<file path="config.mk">
export PLATFORM = sky130hd
export DESIGN_NAME = mult_div_unit
export DESIGN_NICKNAME = d
export VERILOG_FILES = /design/src/rtl/mdu_pkg.sv /design/src/rtl/mdu_div_core.sv /design/src/rtl/mult_div_unit.sv
export SDC_FILE = /design/constraint.sdc
export NUM_CORES = 1
export LEC_CHECK = 0
export CORE_ASPECT_RATIO = 0.5
export CORE_UTILIZATION = 42
export DETAILED_ROUTE_END_ITERATION = 6
export HOLD_SLACK_MARGIN = 0.15
export REMOVE_ABC_BUFFERS = 1
export SYNTH_ARGS = -nofsm -noshare
export SYNTH_HDL_FRONTEND = slang
export SYNTH_SLANG_ARGS = --single-unit
</file>
<file path="constraint.sdc">
create_clock -name clock -period 4.2 [get_ports clock]
set_input_delay 0.42 -clock clock [delete_from_list [all_inputs] [get_ports clock]]
set_output_delay 0.42 -clock clock [all_outputs]
set_load 0.1 [all_outputs]
</file>
<file path="src/rtl/mdu_pkg.sv">
// Shared opcodes, op/state enums and helpers for the HI/LO multiply-divide unit.
// Used by mult_div_unit and mdu_div_core.
package mdu_pkg;

    localparam logic [1:0] OPC_MULT  = 2'b00;
    localparam logic [1:0] OPC_MULTU = 2'b01;
    localparam logic [1:0] OPC_DIV   = 2'b10;
    localparam logic [1:0] OPC_DIVU  = 2'b11;

    typedef enum logic [1:0] {
        OP_MULT  = OPC_MULT,
        OP_MULTU = OPC_MULTU,
        OP_DIV   = OPC_DIV,
        OP_DIVU  = OPC_DIVU
    } op_e;

    typedef enum logic [1:0] {
        S_IDLE,
        S_RUN,
        S_FIX,
        S_DONE
    } state_e;

    function automatic logic is_div(op_e o);
        return o[1];
    endfunction

    function automatic logic is_signed(op_e o);
        return ~o[0];
    endfunction

endpackage

</file>
<file path="src/rtl/mdu_div_core.sv">
// Restoring divider on operand magnitudes, one quotient bit per step.
// Holds divisor, partial remainder and the shifting dividend/quotient.
import mdu_pkg::*;

module mdu_div_core #(
    parameter int Dbits = 32
) (
    input  logic             clock,
    input  logic             reset_n,
    input  logic             load,
    input  logic             step,
    input  logic [Dbits-1:0] dividend,
    input  logic [Dbits-1:0] divisor,
    output logic [Dbits-1:0] quotient,
    output logic [Dbits-1:0] remainder
);

    logic [Dbits-1:0] rem;
    logic [Dbits-1:0] quo;
    logic [Dbits-1:0] dvs;
    logic [Dbits:0]   shifted;
    logic [Dbits-1:0] diff;
    logic             borrow;

    assign shifted = {rem, quo[Dbits-1]};
    assign borrow  = shifted < {1'b0, dvs};
    // Modular difference is exact whenever no borrow occurs
    assign diff    = shifted[Dbits-1:0] - dvs;

    always_ff @(posedge clock or negedge reset_n) begin
        if (!reset_n) begin
            rem <= '0;
            quo <= '0;
            dvs <= '0;
        end else if (load) begin
            rem <= '0;
            quo <= dividend;
            dvs <= divisor;
        end else if (step) begin
            if (!borrow) begin
                rem <= diff;
                quo <= {quo[Dbits-2:0], 1'b1};
            end else begin
                rem <= shifted[Dbits-1:0];
                quo <= {quo[Dbits-2:0], 1'b0};
            end
        end
    end

    assign quotient  = quo;
    assign remainder = rem;

endmodule

</file>
<file path="src/rtl/mult_div_unit.sv">
// Iterative MULT/MULTU/DIV/DIVU unit owning the HI/LO registers.
// The divider is built only when MDU_DIV_EN is defined.
import mdu_pkg::*;

module mult_div_unit #(
    parameter int Dbits = 32
) (
    input  logic             clock,
    input  logic             reset_n,
    input  logic             start,
    input  logic [1:0]       op,
    input  logic [Dbits-1:0] srcA,
    input  logic [Dbits-1:0] srcB,
    input  logic             mthi,
    input  logic             mtlo,
    input  logic [Dbits-1:0] wdata,
    output logic             busy,
    output logic             done,
    output logic [Dbits-1:0] hi,
    output logic [Dbits-1:0] lo,
    output logic             div0
);

    localparam int            CW   = $clog2(Dbits);
    localparam logic [CW-1:0] LAST = CW'(Dbits - 1);

    state_e             state, state_nx;
    op_e                op_in, op_q;
    logic               accept, sgn_in, sa, sb;
    logic [Dbits-1:0]   a_abs, b_abs, a_mag;
    logic [Dbits-1:0]   p_hi, p_lo, fix_hi, fix_lo;
    logic [Dbits-1:0]   hi_q, lo_q;
    logic [Dbits:0]     mul_sum;
    logic [2*Dbits-1:0] prod, prod_fix;
    logic [CW-1:0]      cnt;
    logic               neg_p, done_q;

    assign op_in  = op_e'(op);
    assign accept = (state == S_IDLE) && start;
    assign sgn_in = is_signed(op_in);
    assign sa     = sgn_in & srcA[Dbits-1];
    assign sb     = sgn_in & srcB[Dbits-1];
    assign a_abs  = sa ? ~srcA + 1'b1 : srcA;
    assign b_abs  = sb ? ~srcB + 1'b1 : srcB;

    always_ff @(posedge clock or negedge reset_n) begin
        if (!reset_n) state <= S_IDLE;
        else          state <= state_nx;
    end

    always_comb begin
        state_nx = state;
        unique case (state)
            S_IDLE: begin
                if (start) begin
`ifdef MDU_DIV_EN
                    state_nx = S_RUN;
`else
                    // No divider: divides skip straight to completion
                    state_nx = is_div(op_in) ? S_FIX : S_RUN;
`endif
                end
            end
            S_RUN:   if (cnt == LAST) state_nx = S_FIX;
            S_FIX:   state_nx = S_DONE;
            S_DONE:  state_nx = S_IDLE;
            default: state_nx = S_IDLE;
        endcase
    end

    assign mul_sum = {1'b0, p_hi} + (p_lo[0] ? {1'b0, a_mag} : '0);
    assign prod    = {p_hi, p_lo};

`ifdef MDU_DIV_EN
    logic [Dbits-1:0] a_raw, quo, rem;
    logic             neg_r, b_zero, div0_q;

    always_ff @(posedge clock or negedge reset_n) begin
        if (!reset_n) begin
            a_raw  <= '0;
            neg_r  <= 1'b0;
            b_zero <= 1'b0;
        end else if (accept) begin
            a_raw  <= srcA;
            neg_r  <= sa;
            b_zero <= (srcB == '0);
        end
    end

    mdu_div_core #(.Dbits(Dbits)) u_div (
        .clock     (clock),
        .reset_n   (reset_n),
        .load      (accept && is_div(op_in)),
        .step      ((state == S_RUN) && is_div(op_q)),
        .dividend  (a_abs),
        .divisor   (b_abs),
        .quotient  (quo),
        .remainder (rem)
    );

    always_ff @(posedge clock or negedge reset_n) begin
        if (!reset_n)
            div0_q <= 1'b0;
        else if ((state == S_DONE) && is_div(op_q))
            div0_q <= b_zero;
    end

    assign div0 = div0_q;
`else
    assign div0 = 1'b0;
`endif

    always_comb begin
        prod_fix = neg_p ? ~prod + 1'b1 : prod;
        fix_hi   = prod_fix[2*Dbits-1:Dbits];
        fix_lo   = prod_fix[Dbits-1:0];
`ifdef MDU_DIV_EN
        if (is_div(op_q)) begin
            if (b_zero) begin
                fix_lo = '1;
                fix_hi = a_raw;
            end else begin
                fix_lo = neg_p ? ~quo + 1'b1 : quo;
                fix_hi = neg_r ? ~rem + 1'b1 : rem;
            end
        end
`endif
    end

    always_ff @(posedge clock or negedge reset_n) begin
        if (!reset_n) begin
            op_q  <= OP_MULT;
            a_mag <= '0;
            p_hi  <= '0;
            p_lo  <= '0;
            cnt   <= '0;
            neg_p <= 1'b0;
        end else if (accept) begin
            op_q  <= op_in;
            a_mag <= a_abs;
            p_hi  <= '0;
            p_lo  <= b_abs;
            cnt   <= '0;
            neg_p <= sa ^ sb;
        end else if (state == S_RUN) begin
            cnt <= cnt + 1'b1;
            if (!is_div(op_q))
                {p_hi, p_lo} <= {mul_sum, p_lo[Dbits-1:1]};
        end else if (state == S_FIX) begin
            // Product/quotient regs reused to hold the corrected result
            p_hi <= fix_hi;
            p_lo <= fix_lo;
        end
    end

    always_ff @(posedge clock or negedge reset_n) begin
        if (!reset_n) begin
            hi_q   <= '0;
            lo_q   <= '0;
            done_q <= 1'b0;
        end else begin
            done_q <= (state == S_DONE);
            if (state == S_DONE) begin
`ifdef MDU_DIV_EN
                hi_q <= p_hi;
                lo_q <= p_lo;
`else
                if (!is_div(op_q)) begin
                    hi_q <= p_hi;
                    lo_q <= p_lo;
                end
`endif
            end else if ((state == S_IDLE) && !start) begin
                if (mthi) hi_q <= wdata;
                if (mtlo) lo_q <= wdata;
            end
        end
    end

    assign busy = (state != S_IDLE);
    assign done = done_q;
    assign hi   = hi_q;
    assign lo   = lo_q;

endmodule

</file>
Word-level counts from Yosys, hierarchy flattened. Cells that the tools add are included.

Register bits: 171. Bits in latches: 0. RAM bits: 0. Memory bits (read-only): 0. Bits of input ports: 103. Output and inout bits: 67. Logic and storage cells: 71. Memories kept: 0.

Add/subtract/negate cells: 5. Multipliers: 0. Divide/modulo/power cells: 0. Magnitude comparators: 0. Equality and inequality tests: 8. Shift-type cells: 0. Mux-type cells: 26. Bitwise operators: 7. Reductions and logical operators: 15.

Operator list (number): 32-bit two-way mux (19); 32-bit by 1-bit adder with 32-bit output (second input constant) (2); 64-bit by 1-bit adder with 64-bit output (second input constant) (1); 64-bit two-way mux (1); 32-bit inverter (2); 64-bit inverter (1); 32-bit by 32-bit adder with 33-bit output (1); 5-bit two-way mux (2); 2-bit nonzero test (5); 3-bit AND reduction (3); 2-bit case mux with 4 select lines (1); 2-bit two-way mux (3); 2-bit != test (second input constant) (3); 3-bit nonzero test (2); 5-bit by 1-bit adder with 5-bit output (second input constant) (1); 5-bit == test (second input constant) (1); 2-bit == test (second input constant) (2); 3-bit != test (second input constant) (1); 1-bit bitwise AND (2); 2-bit by 1-bit == test with 1-bit output (second input constant) (1); 1-bit logical AND (2); 2-bit logical NOT (1); 2-bit AND reduction (1); 1-bit logical NOT (1); 2 further kinds (2).

Logic depth before layout (Yosys ltp). Gate-level depths: netlist (run 1).

Word-level depth: 6. Depth in mapped cells: 14. Mapped depth without buffers: 12.

Least setup slack after synthesis (run 1). OpenSTA, ideal clock, no wires.

Path type: reg2reg. From: register p_lo[0]. To: register p_hi[30]. Setup time: 0.086 ns. Arrival: 3.183 ns. Required time: 4.114 ns. Setup slack: 0.931 ns. Cell stages (with the launch flop): 13. Path buffers: 2. Clock period less this slack: 3.269 ns. Cell sequence: dfrtp_1 -> clkbuf_1 -> clkbuf_1 -> inv_1 -> ha_1 -> or4b_2 -> nor4b_4 -> nand2_1 -> or3_1 -> o311ai_1 -> xnor2_1 -> o211ai_1 -> nor3_1.

Word-level cells in the longest chain between the ends: 6. Elaborated cells between the ends (all ways): 9. Classes of those cells: add/sub (2); mux (6); bitwise (1).

RTL lines: start, declared (line mult_div_unit.sv:31) `logic [Dbits-1:0] p_hi, p_lo, fix_hi, fix_lo;`; start signal, assigned (line mult_div_unit.sv:142) `p_lo <= b_abs;`; start signal, assigned (line mult_div_unit.sv:148) `{p_hi, p_lo} <= {mul_sum, p_lo[Dbits-1:1]};`; start signal, assigned (line mult_div_unit.sv:152) `p_lo <= fix_lo;`; 64-bit inverter (line mult_div_unit.sv:114) `prod_fix = neg_p ? ~prod + 1'b1 : prod;`; 64-bit by 1-bit adder with 64-bit output (line mult_div_unit.sv:114); 64-bit two-way mux (line mult_div_unit.sv:114); 32-bit two-way mux (line mult_div_unit.sv:149) `end else if (state == S_FIX) begin`; 32-bit two-way mux (*) (line mult_div_unit.sv:145) `end else if (state == S_RUN) begin`; 32-bit two-way mux (*) (line mult_div_unit.sv:138) `end else if (accept) begin`; end signal, assigned (line mult_div_unit.sv:148); end signal, assigned (line mult_div_unit.sv:151) `p_hi <= fix_hi;`; end, declared (line mult_div_unit.sv:31).

Every way passes the cells marked *; elsewhere a longest branch is shown, timed or not. The select of a mux whose other input is x is not followed. A chain may end at the register's enable or synchronous reset.

Final worst setup path (run 1). Ends and elaborated chain as after synthesis.

==> results of run 1 <==
[cell usage after synthesis (35+ instances only)]
cell type  instances  area [sq um]
nand2_1          218           818
nor2_1            92           345
a21oi_1          145           726
ha_1              42           526
xor2_1            48           420
o21ai_0          201          1010
dfrtp_1          170          4250
xnor2_1           60           526
clkbuf_1          84           315
nor3_1            48           240
nor2b_1           41           257
and2_1            35           219
[through the flow]
step / setup TNS, ps / total power [mW] / cell area (sq um)
final: 0 / 13.4 / 14800
after global routing: 0 / 14.3 / 14800
after CTS: 0 / 13.3 / 14800
after detailed placement: 0 / 11.6 / 14200
after global placement: 0 / 11.5 / 14200
after floorplan: -68370 / 9.04 / 11800
[power by group through the flow]
stage	clock [mW]	combinational, mW	sequential [mW]
floorplan	0	3.89	5.15
global placement	0	7.96	3.55
detailed placement	0	8.03	3.57
CTS	1.74	8.06	3.55
global route	1.82	8.80	3.68
finish	1.71	8.09	3.58
[critical path, cell delays in order (launching register included)]
cell and delay [ps]:
dfrtp_1 470, inv_1 90, ha_1 220, or4b_2 710, nor4b_4 560, nand2_1 370, or3_1 400, o311ai_1 320
xnor2_1 160, o211ai_1 120, nor3_1 210
[flip-flops by register name, summed over array words and instances, names as in the netlist]
signal / count
lo: 32
state: 2
done: 1
hi: 32
p_hi: 32
p_lo: 32
a_mag: 32
neg_p: 1
op_q: 1
cnt: 5
[repair_timing]
action / in CTS / in global routing
hold buffers: 1 / 0
setup endpoints to repair: 0 / 0
hold endpoints to repair: 73 / 0
setup buffers: 0 / 0
[layout make-up]
cell class / count / share of cell area [%]
clock inverter: 14 / 1.26
timing repair buffer: 194 / 12.8
inverter: 28 / 0.710
clock buffer: 18 / 2.97
multi-input combinational: 1227 / 50.3
sequential: 170 / 28.7
tap: 382 / 3.23
[per-layer routing]
metal	track usage [%]	up-vias	part of all wire, %	routed length, um
li1	-	5677	-	-
met1	41.2	5574	49	19700
met2	41.6	390	43	17300
met3	4.89	54	6.7	2730
met4	8.07	0	1.9	784
met5	0	-	0	0
[cells in the final DEF (no fill, tap or decap), drive strengths merged, types with 4 or more instances in the layout]
cell type      synthesis  final
nand2                218    218
o21ai                201    201
dfrtp                170    170
clkdlybuf4s50          0    167
a21oi                145    145
nor2                  92     92
xnor2                 60     60
xor2                  48     48
nor3                  48     48
ha                    42     42
nor2b                 41     41
and2                  36     36
inv                   28     33
o211ai                29     29
nor4                  26     26
buf                   12     26
or3                   20     20
a21o                  18     18
clkbuf                84     18
nand2b                17     17
or4                   14     14
mux2i                 13     13
a31oi                 13     13
o31ai                 13     13
o22ai                 11     11
nand4                  9      9
o311ai                 9      9
and3                   8      8
nand3                  8      8
o41ai                  7      7
nand3b                 6      6
a211oi                 6      6
nand4b                 6      6
or2                    5      5
a221o                  5      5
a211o                  5      5
mux2                   5      5
clkinv                 0      4
[path summary, 6_finish.rpt]
check / to / slack [ps] / cells past startpoint
hold reg to reg: a_mag[17]$_DFFE_PN0P_ / 470 / 2
max in group asynchronous: hi[11]$_DFFE_PN0P_ / 2610 / 3
min in group asynchronous: a_mag[2]$_DFFE_PN0P_ / 580 / 2
hold / removal: a_mag[17]$_DFFE_PN0P_ / 470 / 2
setup reg to reg: p_hi[30]$_DFFE_PN0P_ / 500 / 10
setup / recovery: p_hi[30]$_DFFE_PN0P_ / 500 / 10
[cells by family after synthesis]
| group | share of synthesized area [%] |
|---|---|
| and+or+nand+nor | 23.0 |
| AOI/OAI and AO/OA | 24.1 |
| DFF | 35.1 |
| buffers and inverters | 3.96 |
| xor gates and xnor gates | 7.80 |
| adders and majority gates | 4.50 |
| muxes | 1.57 |
| other | 0.0309 |
==> impl_metrics.env, run 1 <==
export IMPL_pre_cts_ws_ps=652
export IMPL_routedWlPerCell_um=19.9
export IMPL_powerDensity_nw_per_um2=904
export IMPL_io_buffers=168
export IMPL_grt_pass1_wl_um=63700
export IMPL_cts_buffers=17
export IMPL_htree_levels=4
export IMPL_cp_arrival_ps=4070
export IMPL_period_share_pct=88.0
export IMPL_switching_power_mw=7.42
export IMPL_syn_inst=1521
export IMPL_p_leak_nw=6.07
export IMPL_pwr_share_comb_pct=60.5
export IMPL_cts_tree="done"
export IMPL_routed_wl_um=40500
export IMPL_multi_input_area_sq_um=7440
export IMPL_antenna_found_initial=1
export IMPL_drtPass1Iterations=5
export IMPL_clock_sinks=170
export IMPL_die_area_sq_um=29600
export IMPL_via_per_inst=5.75
export IMPL_rr_startpoint="p_lo[0]$_DFFE_PN0P_"
export IMPL_yosys_register_bits=170
export IMPL_num_antenna_cells=0
export IMPL_drtIter0Drc=1124
export IMPL_min_period_ps=3700
export IMPL_clock_latency_ps=460
export IMPL_nets=1784
export IMPL_drc=0
export IMPL_internal_power_mw=5.96
export IMPL_cts_root_buffer="clkbuf_16"
export IMPL_core_area_sq_um=28000
export IMPL_fillers=2722
export IMPL_start_util_pct=43.3
export IMPL_fin_cells=2033
export IMPL_syn_area_sq_um=12100
export IMPL_sw_frac_of_total_pct=55.5
export IMPL_synth_edff_count=0
export IMPL_fp_dieH_um=122
export IMPL_pin_count=170
export IMPL_grt_pass1_vias=11100
export IMPL_die_x_um=242
export IMPL_fmax_mhz=271
export IMPL_outcome="finished, final reports clean"
export IMPL_ir_worst_vdd_mv=0.535
export IMPL_layout_setup_ws_ps=504
export IMPL_setup_worst_path_class="register to register"
export IMPL_synth_flop_cell="dfrtp_1"
export IMPL_worstPathMaxFanout=8
export IMPL_setup_viol_count_final=0
export IMPL_grt_usage_pct=27.9
export IMPL_crit_start="p_lo[0]$_DFFE_PN0P_"
export IMPL_syn_area_per_cell_sq_um=7.98
export IMPL_cts_resized=0
export IMPL_dpl_cell_count=2000
export IMPL_clkTransAtPathRegs_ps=70
export IMPL_seqPwrFrac_pct=26.7
export IMPL_num_vias=11700
export IMPL_area_growth_syn_to_layout_pct=22.0
export IMPL_holdCritStartpoint="a_mag[17]$_DFFE_PN0P_"
export IMPL_layout_drive_gt1_share_pct=5.15
export IMPL_grt_max_degree=103
export IMPL_cp_end_kind="register"
export IMPL_hold_viol=0
export IMPL_start_kind="register"
export IMPL_finalClockSkew_ps=11.0
export IMPL_tightest_slew_ps=1110
export IMPL_yosysWarnings=0
export IMPL_cp_data_required_time_ps=4570
export IMPL_synthArstFlopShare_pct=100
export IMPL_synth_seq_area_share_pct=35.1
export IMPL_rsz0062_at_grt="no"
export IMPL_drtAntennaViolNets=0
export IMPL_synth_distinct_cells=73
export IMPL_grt_overflow_total=0
export IMPL_register_area_sq_um=4250
export IMPL_fin_util_pct=52.8
export IMPL_hold_class="register to register"
export IMPL_clkPwrFrac_pct=12.8
export IMPL_cap_violations=0
export IMPL_rows=43
export IMPL_timing_slew_headroom_pct=25.9
export IMPL_dp_hpwl_um=30400
export IMPL_finalMaxSlewViolations=0
export IMPL_clockBufferDepth=2
export IMPL_place_congestion=0.913
export IMPL_hold_slack_ps=474
No activity file was read; power rests on OpenSTA's default activity.
==> inputs of run 2 (changes only) <==
- CORE_ASPECT_RATIO: 0.5 -> 0.8
- CORE_UTILIZATION: 42 -> 45
- PLACE_DENSITY: unset -> 0.68
- clock period: 4.2 -> 3.97 ns (I/O delays scaled with it)
==> run 2 against run 1 <==
Against the previous run: via count increased by 1.6%; die area decreased by 6.7%; clock skew decreased by 1.7 ps; worst setup slack improved by 81 ps; non-clock buffer count grew 7; critical path depth unchanged; fmax rose by 9.2%; core utilization increased by 3.0 points; combinational power is 5.1% higher; sequential cell count unchanged; global-route usage down 0.068 points.
==> impl_metrics.env, run 2 (same netlist as run 1, synthesis figures left out) <==
export IMPL_fp_dieH_um=149
export IMPL_layout_setup_ws_ps=585
export IMPL_p_leak_nw=6.06
export IMPL_clock_latency_ps=440
export IMPL_layout_cells_most_common_list="nand2_1, o21ai_0, dfrtp_1"
export IMPL_finalMaxSlewViolations=0
export IMPL_fin_cells=2014
export IMPL_cts_buffers=17
export IMPL_nets=1791
export IMPL_worstPathMaxFanout=6
export IMPL_grt_overflow_total=0
export IMPL_start_util_pct=46.0
export IMPL_die_area_sq_um=27600
export IMPL_hold_slack_ps=473
export IMPL_cts_resized=0
export IMPL_timing_slew_headroom_pct=31.4
export IMPL_power_mw=13.8
export IMPL_ir_worst_vdd_mv=1.08
export IMPL_powerDensity_nw_per_um2=936
export IMPL_routed_wl_um=37900
export IMPL_via_per_inst=5.90
export IMPL_tightest_slew_ps=1030
export IMPL_cp_arrival_ps=3670
export IMPL_routedWlPerCell_um=18.8
export IMPL_outcome="finished, final reports clean"
export IMPL_clkTransAtPathRegs_ps=70
export IMPL_fin_area_sq_um=14700
export IMPL_drtPass1Iterations=5
export IMPL_num_vias=11900
export IMPL_grt_usage_pct=27.9
export IMPL_rows=53
export IMPL_drtIter0Drc=963
export IMPL_min_period_ps=3390
export IMPL_finalClockSkew_ps=9.26
export IMPL_cap_violations=0
export IMPL_setup_worst_path_class="register to register"
export IMPL_max_stage_delay_ps=710
export IMPL_period_share_pct=85.3
export IMPL_drtAntennaViolNets=0
export IMPL_hold_class="register to register"
export IMPL_antenna_found_initial=1
export IMPL_crit_slowest_cell="or4b_2"
export IMPL_cts_tree="done"
export IMPL_grt_pass1_wl_um=59700
export IMPL_cp_data_required_time_ps=4250
export IMPL_fin_util_pct=55.8
export IMPL_place_area_sq_um=14200
export IMPL_drc=0
export IMPL_dpl_cell_count=1982
export IMPL_cts_root_buffer="clkbuf_16"
export IMPL_clockBufferDepth=2
export IMPL_fmax_mhz=295
export IMPL_rsz0062_at_grt="no"
export IMPL_cp_end_kind="register"
export IMPL_dp_hpwl_um=28100
export IMPL_crit_chain="inv_1, ha_1, or4b_2, nor4b_4, nand4b_1, nor3_1, nand2_1, mux2_2, o221ai_1, a31oi_1"
export IMPL_clock_sinks=170
export IMPL_setup_viol_count_final=0
export IMPL_pin_count=170
export IMPL_start_kind="register"
export IMPL_grt_max_degree=102
export IMPL_hold_viol=0
export IMPL_layout_drive_gt1_share_pct=5.37
export IMPL_die_x_um=186
export IMPL_final_setup_tns_ps=0
export IMPL_grt_pass1_vias=11000
export IMPL_io_buffers=168
export IMPL_place_congestion=0.936
export IMPL_core_area_sq_um=26400
export IMPL_htree_levels=4
export IMPL_pre_cts_ws_ps=630
export IMPL_layout_commonest_cell="nand2_1"
export IMPL_num_antenna_cells=0
export IMPL_area_growth_syn_to_layout_pct=21.3
==> run 2: final cells by class <==
type / count / area [sq um]
tap: 357 / 447
multi-input combinational: 1227 / 7440
fill: 2521 / 11700
clock inverter: 9 / 66.3
clock buffer: 22 / 474
inverter: 28 / 105
timing repair buffer: 201 / 1930
sequential: 170 / 4250
==> run 2: final timing paths <==
path | start | end | slack [ps] | cells past startpoint
worst max-delay path | p_lo[1]$_DFFE_PN0P_ | p_hi[24]$_DFFE_PN0P_ | 580 | 10
worst min-delay path | a_mag[29]$_DFFE_PN0P_ | a_mag[29]$_DFFE_PN0P_ | 470 | 2
worst max register to register | p_lo[1]$_DFFE_PN0P_ | p_hi[24]$_DFFE_PN0P_ | 580 | 10
worst min register to register | a_mag[29]$_DFFE_PN0P_ | a_mag[29]$_DFFE_PN0P_ | 470 | 2
max in group asynchronous | reset_n | a_mag[26]$_DFFE_PN0P_ | 2370 | 3
min in group asynchronous | reset_n | hi[19]$_DFFE_PN0P_ | 620 | 2
==> run 2: worst max-delay path, delay by kind of cell (launching register included) <==
family	cells	cell delay, ps
buf+inv	1	80
flops	1	440
mux	1	280
fa+ha+maj	1	200
compound gates	2	230
simple gates	5	2000
==> run 2: per-layer routing <==
metal	global-route usage [%]	vias to the layer above	share of wire, %
li1	-	5698	-
met1	41.3	5665	47
met2	41.7	463	43
met3	4.96	52	7.5
met4	7.17	2	1.7
met5	0	-	0.050
==> run 2: what timing repair did <==
item,CTS,global route
buffers inserted,0,0
endpoints found under the hold margin,53,0
hold buffers,1,0
==> run 2: power breakdown <==
group / total (mW) / switching, mW / internal (mW)
clock: 1.59 / 0.739 / 0.848
sequential: 3.69 / 1.10 / 2.59
combinational: 8.50 / 5.79 / 2.71
==> inputs of run 3 (changes only) <==
- ABC_AREA: unset -> 1
- PLACE_DENSITY: 0.68 -> 0.66
==> run 3 against run 2 <==
Against the previous run: register-to-register slack improved by 170 ps; critical path depth rose by 2; clock skew rose by 3.7 ps; clock power rose by 11%; global-route usage rose by 4.1 points; fmax rose by 5.4%; clock-buffer cell count fell by 4; non-clock buffer count fell by 17; sequential power rose by 5%; final cell count rose by 47%; routed wire length rose by 39%; largest power group unchanged; critical path type unchanged; synthesized cell count rose by 58%.
==> impl_metrics.env, run 3 <==
export IMPL_antenna_found_initial=0
export IMPL_synth_flop_cell="dfrtp_1"
export IMPL_hold_class="register to register"
export IMPL_clkTransAtPathRegs_ps=70
export IMPL_fin_area_sq_um=17200
export IMPL_fillers=3298
export IMPL_layout_commonest_cell="nand2_1"
export IMPL_period_share_pct=80.9
export IMPL_grt_usage_pct=32.0
export IMPL_pin_count=170
export IMPL_grt_overflow_total=0
export IMPL_setup_viol_count_final=0
export IMPL_dp_hpwl_um=41700
export IMPL_ir_worst_vdd_mv=0.570
export IMPL_routedWlPerCell_um=17.7
export IMPL_routed_wl_um=52600
export IMPL_fmax_mhz=311
export IMPL_sw_frac_of_total_pct=59.3
export IMPL_worstPathMaxFanout=26
export IMPL_holdCritStartpoint="a_mag[11]$_DFFE_PN0P_"
export IMPL_hold_viol=0
export IMPL_cts_buffers=17
export IMPL_syn_area_sq_um=14600
export IMPL_cts_resized=0
export IMPL_rows=58
export IMPL_num_antenna_cells=0
export IMPL_syn_area_per_cell_sq_um=6.04
export IMPL_layout_setup_ws_ps=758
export IMPL_fp_dieH_um=163
export IMPL_syn_inst=2408
export IMPL_synth_edff_count=0
export IMPL_grt_pass1_wl_um=81500
export IMPL_register_area_sq_um=4250
export IMPL_ys_top_cells_by_count="nand2_1, nor2_1, inv_1"
export IMPL_reg2reg_depth=12
export IMPL_r2r_setup_slack_ps=760
export IMPL_powerDensity_nw_per_um2=925
export IMPL_pwr_share_comb_pct=64.3
export IMPL_synth_seq_area_share_pct=29.2
export IMPL_timing_slew_headroom_pct=20.5
export IMPL_holdPathEnd="a_mag[11]$_DFFE_PN0P_"
export IMPL_via_per_inst=5.40
export IMPL_area_growth_syn_to_layout_pct=17.9
export IMPL_finalMaxSlewViolations=0
export IMPL_place_congestion=1.04
export IMPL_seqPwrFrac_pct=24.5
export IMPL_rsz0062_at_grt="no"
export IMPL_htree_levels=4
export IMPL_pre_cts_ws_ps=672
export IMPL_cap_violations=0
export IMPL_io_buffers=168
export IMPL_yosysMostFrequentCell="nand2_1"
export IMPL_num_vias=16000
export IMPL_tightest_slew_ps=1190
export IMPL_yosys_register_bits=170
export IMPL_nets=2682
export IMPL_cp_end_kind="register"
export IMPL_clockBufferDepth=2
export IMPL_die_x_um=203
export IMPL_grt_max_degree=91
export IMPL_drc=0
export IMPL_cts_tree="done"
export IMPL_rr_startpoint="state[0]$_DFFE_PN0P_"
export IMPL_setup_worst_path_class="register to register"
export IMPL_multi_input_area_sq_um=8790
export IMPL_start_kind="register"
export IMPL_p_leak_nw=8.45
export IMPL_grt_pass1_vias=14400
export IMPL_drtIter0Drc=1528
export IMPL_die_area_sq_um=33100
export IMPL_synthArstFlopShare_pct=100
export IMPL_yosysWarnings=0
export IMPL_drtPass1Iterations=6
export IMPL_cts_root_buffer="clkbuf_16"
export IMPL_clkPwrFrac_pct=11.2
export IMPL_internal_power_mw=6.45
export IMPL_hold_path_depth=2
export IMPL_place_area_sq_um=16500
export IMPL_synth_area_top_cells="dfrtp_1, nand2_1, nor2_1"
export IMPL_drtAntennaViolNets=0
export IMPL_final_setup_tns_ps=0
export IMPL_clock_latency_ps=450
export IMPL_hold_slack_ps=487
export IMPL_reg2reg_to="p_hi[0]$_DFFE_PN0P_"
export IMPL_cp_arrival_ps=3570
export IMPL_switching_power_mw=9.41
export IMPL_synth_area_leader_cell="dfrtp_1"
export IMPL_post_cts_repair_setup_buffers=0
export IMPL_finalClockSkew_ps=13.0
export IMPL_synth_top_cell_area_share_pct=29.2
export IMPL_synth_distinct_cells=53
export IMPL_outcome="finished, final reports clean"
export IMPL_cp_data_required_time_ps=4320
export IMPL_start_util_pct=46.0
export IMPL_layout_cells_most_common_list="nand2_1, nor2_1, inv_1"
export IMPL_min_period_ps=3210
export IMPL_layout_drive_gt1_share_pct=4.67
export IMPL_core_area_sq_um=31600
export IMPL_clock_sinks=170
[run 3: changes by cell type after synthesis, sizes merged, moves of 52 or more]
cell	change
inv	+276
a21oi	-52
nand3	+199
xnor2	-56
a31oi	+65
nor2	+292
nand2	+605
o21ai	-88
[run 3: metrics by stage]
stage	power [mW]	util, %	instances
after CTS	15.7	54.2	2969
after global placement	13.8	52.2	2936
after detailed placement	13.9	52.2	2936
final	15.9	54.2	2969
after floorplan	10.8	-	2333
after global routing	17.0	54.2	2969
[run 3: critical path, stage by stage, from the launching register on]
cell and delay, ps:
dfrtp_1 410, inv_1 140, ha_1 200, nand2_2 70, inv_2 350, nor2_1 110
nand2_1 90, nand2_2 310, nor2_4 610, inv_1 390, a21oi_1 210, o21ai_0 100
o21ai_0 100
[run 3: worst max-delay path by stage]
stage	start	to	slack [ps]	cells after the start
after floorplan	state[0]$_DFFE_PN0P_	lo[0]$_DFFE_PN0P_	220	5
after global placement	start	p_hi[0]$_DFFE_PN0P_	750	11
after detailed placement	start	p_hi[0]$_DFFE_PN0P_	670	11
after CTS	state[0]$_DFFE_PN0P_	p_hi[0]$_DFFE_PN0P_	810	12
after global routing	state[0]$_DFFE_PN0P_	p_hi[0]$_DFFE_PN0P_	520	12
final	state[0]$_DFFE_PN0P_	p_hi[0]$_DFFE_PN0P_	760	12
[run 3: cell families (layout without fill, tap and decap cells)]
kind of cell             count (synthesis)  count (layout)  synth area share, %
AO/OA/AOI/OAI                          300             300                 11.4
XOR/XNOR                                30              30                 1.81
adder cells (fa/ha/maj)                 43              43                 3.75
buffers and inverters                  381             522                 10.4
flip-flops                             170             170                 29.2
other                                    1               1               0.0258
AND/OR/NAND/NOR                       1483            1483                 43.4
[run 3: cell type report]
type / instances / share of cell area, %
inverter: 306 / 6.70
tap: 420 / 3.06
timing repair buffer: 184 / 10.6
sequential: 170 / 24.8
clock buffer: 18 / 2.56
clock inverter: 14 / 1.01
multi-input combinational: 1857 / 51.3
[run 3: power by group through the flow]
| stage | combinational, mW | sequential [mW] | clock (mW) |
|---|---|---|---|
| 3_3_place_gp | 9.93 | 3.85 | 0 |
| 6_report | 10.2 | 3.89 | 1.77 |
| 2_1_floorplan | 5.12 | 5.69 | 0 |
| 5_1_grt | 11.2 | 3.96 | 1.86 |
| 3_5_place_dp | 10.1 | 3.88 | 0 |
| 4_1_cts | 10.1 | 3.84 | 1.79 |
[run 3: per-layer routing]
layer / GRT usage, % / wire [um] / up-vias
li1: - / - / 7931
met1: 49.4 / 25800 / 7439
met2: 46.0 / 21500 / 625
met3: 5.92 / 4640 / 44
met4: 5.95 / 616 / 0
met5: 0 / 0 / -
[run 3: what timing repair did]
item	4_1_cts	5_1_grt
endpoints found under the setup margin	0	0
endpoints found under the hold margin	88	0
hold buffers	1	0
==> RTL change 1: new RTL, settings of run 1 <==
`Dbits`: 32 -> 64.
--- a/src/rtl/mult_div_unit.sv
+++ b/src/rtl/mult_div_unit.sv
@@ -5,3 +5,3 @@
 module mult_div_unit #(
-    parameter int Dbits = 32
+    parameter int Dbits = 64
 ) (
Interface: changed (5 resized); port bits go from 170 to 330. The function was not compared with the original's and may differ.
==> RTL change 1 against run 1 <==
The run now ends with DRC left. Largest power group unchanged. Die area grew 96%. Critical path type unchanged. Cell area grew 110%. Clock power grew 100%. Power grew 110%. Sequential cell count grew 161. Wire length grew 130%. Synthesized area grew 98%. Worst setup slack lost 0.39 ns.
==> RTL change 1: results (changes against run 1) <==
Run status
  • Outcome: finished, violations left (was finished clean)
  • Failing checks: DRC

Placed design
  • Final Wtd Congestion: 0.9371 (was 0.9131)
  • Count of input and output buffers: 328 (was 168)
  • Placed Cells incl. Taps: 4206 (was 2000)
  • Worst setup slack after placement: -0.3194 ns (was 0.6519 ns)

Critical path
  • Worst path slowest cell: nor4_4 (was or4b_2)
  • Number of cells on the worst reg-to-reg path: 9 (was 10)
  • Critical Path End: p_hi[61]$_DFFE_PN0P_ (was p_hi[30]$_DFFE_PN0P_)

Clock network
  • Number of H-tree levels: 2 (was 4)
  • Number of buffers on the longest clock path: 3 (was 2)

Detailed routing
  • DRC violation count after routing: 12 (was 0)
  • Number of DRC violations after detailed-routing iteration 0: 2232 (was 1124)

Power
  • Leakage dissipation: 12.71 nW (was 6.073 nW)
  • Net Switching: 15.29 mW (was 7.421 mW)
  • Worst vdd ir: 0.4721 mV (was 0.5354 mV)

Min path
  • Worst hold path type: input port to asynchronous set/reset pin (was register to register)

Logic synthesis
  • Synth unique cells: 78 (was 73)
  • Register area share after synthesis: 34.53% (was 35.06%)

STA
  • Final period demand of the worst path: 4.084 ns (was 3.696 ns)
  • Headroom to the max-slew limit: 28.60% (was 25.91%)
  • Worst clock skew on the final layout: 0.01723 ns (was 0.01100 ns)

Cells and area
  • Number of nets in the layout: 3762 (was 1784)
  • Post-route non-filler standard cell count: 4274 (was 2033)

Global route
  • Largest net degree at the start of global routing: 147 (was 103)
  • Number of global-route vias before repair: 23500 (was 11100)
==> RTL change 1: cell count changes in the layout (fill, tap and decap cells not counted), moves of 37 or more <==
cell and delta:
nor2_1 +103, nand2_1 +208, xnor2_1 +67, o21ai_0 +185, a21oi_1 +176, nor3_1 +53
dfrtp_1 +161, xor2_1 +51, and2_1 +37, buf_4 +223, clkdlybuf4s50_1 +160
==> RTL change 1: logic make-up (layout without fill, tap and decap cells) <==
kind of cell    Yosys count  after routing  synth area share, %
compound gates         1026           1026                24.90
xor+xnor                226            226                8.251
fa+ha+maj                74             74                3.891
buf+inv                 242            684                3.870
flops                   331            331                34.53
mux                      26             26                1.090
other cells               1              4              0.01563
simple gates           1147           1147                23.45
==> RTL change 1: worst min-delay path by stage <==
stage | start | to | slack (ns) | cells after the start
after floorplan | reset_n | a_mag[0]$_DFFE_PN0P_ | 0.12 | 0
after global placement | reset_n | a_mag[35]$_DFFE_PN0P_ | 0.41 | 1
after detailed placement | reset_n | a_mag[37]$_DFFE_PN0P_ | 0.41 | 1
after CTS | reset_n | a_mag[49]$_DFFE_PN0P_ | 0.41 | 2
after global routing | reset_n | a_mag[35]$_DFFE_PN0P_ | 0.44 | 2
final | reset_n | a_mag[35]$_DFFE_PN0P_ | 0.41 | 2
==> RTL change 1: metrics by stage <==
step	hold WS, ns	cell area (um^2)
after floorplan	0.1244	23200
after global placement	0.4095	29500
after detailed placement	0.4124	29500
after CTS	0.4130	30770
after global routing	0.4441	30780
final	0.4065	30790
==> RTL change 1: cell type report <==
| cell class | count | area (um^2) | area share [%] |
|---|---|---|---|
| Tap cell | 756 | 945.9 | 3.072 |
| Inverter | 37 | 138.9 | 0.4511 |
| Sequential cell | 331 | 8283 | 26.90 |
| Multi-Input combinational cell | 2500 | 14860 | 48.28 |
| Timing Repair Buffer | 583 | 5293 | 17.19 |
| Clock buffer | 51 | 1100 | 3.572 |
| Antenna cell | 3 | 7.507 | 0.02438 |
| Clock inverter | 13 | 156.4 | 0.5080 |
==> RTL change 1: metal layers <==
| layer | share of wire, % | track usage, % |
|---|---|---|
| met2 | 44 | 49.20 |
| met5 | 0.080 | 0 |
| met1 | 46 | 45.75 |
| met4 | 2.0 | 6.698 |
| met3 | 7.7 | 5.911 |
==> RTL change 1: timing repair <==
| item | in CTS | in global routing |
|---|---|---|
| endpoints found under the hold margin | 59 | 0 |
| endpoints found under the setup margin | 0 | 2 |
| hold buffers | 1 | 0 |
| resized for setup | 0 | 3 |
==> RTL change 1: critical path, delay by kind of cell (launching register included) <==
family / cells / cell delay, ns
flops: 1 / 0.47
simple gates: 7 / 3.24
compound gates: 2 / 0.25
==> RTL change 2: new RTL, settings of run 1 <==
Made on the original files. Remove the register `done_q`: a continuous assignment takes its place, so the output `done` follows one clock earlier.
--- a/src/rtl/mult_div_unit.sv
+++ b/src/rtl/mult_div_unit.sv
@@ -159,5 +159,3 @@
             lo_q   <= '0;
-            done_q <= 1'b0;
         end else begin
-            done_q <= (state == S_DONE);
             if (state == S_DONE) begin
@@ -179,2 +177,4 @@
 
+    assign done_q = (state == S_DONE);
+
     assign busy = (state != S_IDLE);
Behaviour: not the same (Yosys sat finds a counterexample within 4 cycles, from zero or initial values and one cycle with reset_n low).
==> RTL change 2 against run 1 <==
Die area fell by 1.9%. First-iteration DRC count fell by 14%. Clock power barely moved. Largest power group unchanged. Sequential cell count fell by 1. Cell area fell by 1.3%. Combinational power fell by 4.3%. Critical path depth rose by 2. Power fell by 3.2%. Synthesized area fell by 1.9%. Largest cell class unchanged. Wire length fell by 5.7%. Worst setup slack got worse by 0.10 ns. Global-route usage fell by 1.2 points.
==> RTL change 2: results (changes against run 1) <==
Run status
  • Outcome: finished clean (unchanged)

Global route
  • Met1 routing resource usage after global routing: 40.20% (was 41.22%)
  • Wire length of the first global-routing pass: 60.00 mm (was 63.74 mm)
  • Met2 usage in global routing: 40.77% (was 41.57%)
  • GRT busiest layer: met2 (unchanged)
  • Largest net degree at the start of global routing: 95 (was 103)
  • Number of global-route vias before repair: 10600 (was 11100)
  • Total Routing Usage GR: 26.76% (was 27.94%)
  • Met3 demand-to-capacity share in global routing: 3.867% (was 4.891%)

STA
  • Worst clock skew on the final layout: 0.01211 ns (was 0.01100 ns)
  • Measured slew at the worst slew-check pin: 1.051 ns (was 1.108 ns)

Logic synthesis
  • Register area share after synthesis: 35.53% (was 35.06%)
  • Post-synthesis area per instance: 8.076 um^2 (was 7.978 um^2)
  • Ranking of synthesized cells by instance count: nand2_1 (199), o21ai_0 (194), dfrtp_1 (169) (was nand2_1 (218), o21ai_0 (201), dfrtp_1 (170))
  • Number of warnings reported in the yosys synthesis log: 0 (unchanged)
  • Predominant post-synthesis flop cell: dfrtp_1 (unchanged)
  • Dominant cells by area after synthesis: dfrtp_1 (36%), o21ai_0 (8.2%), nand2_1 (6.3%), a21oi_1 (5.7%), ha_1 (4.4%) (was dfrtp_1 (35%), o21ai_0 (8.3%), nand2_1 (6.7%), a21oi_1 (6.0%), ha_1 (4.3%))
  • Synth unique cells: 78 (was 73)
  • Async S/R FF share, synth: 100.0% (unchanged)

Cells and area
  • Number of nets in the layout: 1746 (was 1784)
  • Number of filler cells placed in the layout: 2659 (was 2722)
  • Post-route non-filler standard cell count: 1995 (was 2033)
  • Fraction of final layout cells with drive strength greater than 1: 5.459% (was 5.148%)

Clock network
  • Number of H-tree levels: 4 (unchanged)
  • Number of buffers on the longest clock path: 2 (unchanged)
  • Clock transition at path regs: 0.07 ns (about the same)
  • # Post-CTS Setup Buffers: 0 (unchanged)
  • Cell chosen for the clock root: clkbuf_16 (unchanged)

Placed design
  • Final Wtd Congestion: 0.8832 (was 0.9131)
  • Worst setup slack after placement: 0.4731 ns (was 0.6519 ns)
  • Placed Cells incl. Taps: 1962 (was 2000)
  • Half-perimeter wire length after placement: 28.26 mm (was 30.39 mm)

Detailed routing
  • Number of DRC violations after detailed-routing iteration 0: 969 (was 1124)
  • Vias per Instance: 5.734 (was 5.753)
  • Drt first pass iters: 6 (was 5)
  • Routed length per instance: 19.15 um (was 19.93 um)

Min path
  • Worst hold path type: register to register (unchanged)

Power
  • Leakage dissipation: 6.053 nW (was 6.073 nW)
  • Worst vdd ir: 0.5117 mV (was 0.5354 mV)
  • P_int: 5.919 mW (was 5.957 mW)

Critical path
  • Crit-path max FO: 26 (was 8)
  • Crit path DAT: 4.16 ns (was 4.07 ns)
[RTL change 2: per-stage QoR]
step | instance area (um^2) | TNS, ns
2_1_floorplan | 11550 | -193.88
3_3_place_gp | 13970 | 0
3_5_place_dp | 13970 | 0
4_1_cts | 14600 | 0
5_1_grt | 14610 | 0
6_report | 14610 | 0
[RTL change 2: cell type report]
| cell class | instances | area [um^2] | area share (%) |
|---|---|---|---|
| Antenna cell | 1 | 2.502 | 0.01713 |
| Clock buffer | 25 | 515.5 | 3.529 |
| Clock inverter | 6 | 110.1 | 0.7538 |
| Inverter | 19 | 71.32 | 0.4883 |
| Multi-Input combinational cell | 1197 | 7305 | 50.01 |
| Sequential cell | 169 | 4229 | 28.95 |
| Tap cell | 382 | 478.0 | 3.272 |
| Timing Repair Buffer | 196 | 1896 | 12.98 |
[RTL change 2: layer usage]
layer,up-vias,share of wire [%]
met2,379,44
met4,0,1.1
li1,5545,-
met5,-,0
met1,5491,47
met3,24,7.0
[RTL change 2: power groups by stage]
stage               clock (mW)  sequential, mW  combinational [mW]
floorplan                    0            5.10                3.77
detailed placement           0            3.50                7.70
CTS                       1.73            3.47                7.73
global placement             0            3.48                7.60
global route              1.81            3.60                8.41
finish                    1.71            3.49                7.74
[RTL change 2: kinds of logic (layout without fill, tap and decap cells)]
kind of cell | Yosys count | after routing | share of synthesized area [%]
and+or+nand+nor | 531 | 531 | 22.11
AOI/OAI and AO/OA | 497 | 497 | 24.83
DFF | 169 | 169 | 35.53
xor gates and xnor gates | 109 | 109 | 8.020
buffers and inverters | 108 | 246 | 3.532
adders and majority gates | 43 | 43 | 4.583
muxes | 16 | 16 | 1.366
other | 1 | 2 | 0.03150
[RTL change 2: worst max-delay path, cell delays in order (launching register included)]
cell and delay, ns:
dfrtp_1 0.89, nand2_1 0.24, inv_1 0.11, ha_1 0.25
a211oi_1 0.35, o21bai_1 0.17, o41a_1 0.43, o211ai_1 0.30
a211o_1 0.20, nand2_1 0.05, o31a_1 0.29, and4_1 0.19
a311oi_1 0.23
[RTL change 2: final timing paths]
path / slack (ns) / cells after the start / to / from
min in group asynchronous: 0.59 / 2 / lo[12]$_DFFE_PN0P_ / reset_n
worst max-delay path: 0.40 / 12 / p_hi[28]$_DFFE_PN0P_ / p_lo[0]$_DFFE_PN0P_
worst min-delay path: 0.48 / 2 / lo[10]$_DFFE_PN0P_ / lo[10]$_DFFE_PN0P_
worst max register to register: 0.40 / 12 / p_hi[28]$_DFFE_PN0P_ / p_lo[0]$_DFFE_PN0P_
worst min register to register: 0.48 / 2 / lo[10]$_DFFE_PN0P_ / lo[10]$_DFFE_PN0P_
max in group asynchronous: 2.56 / 3 / cnt[0]$_DFFE_PN0P_ / reset_n
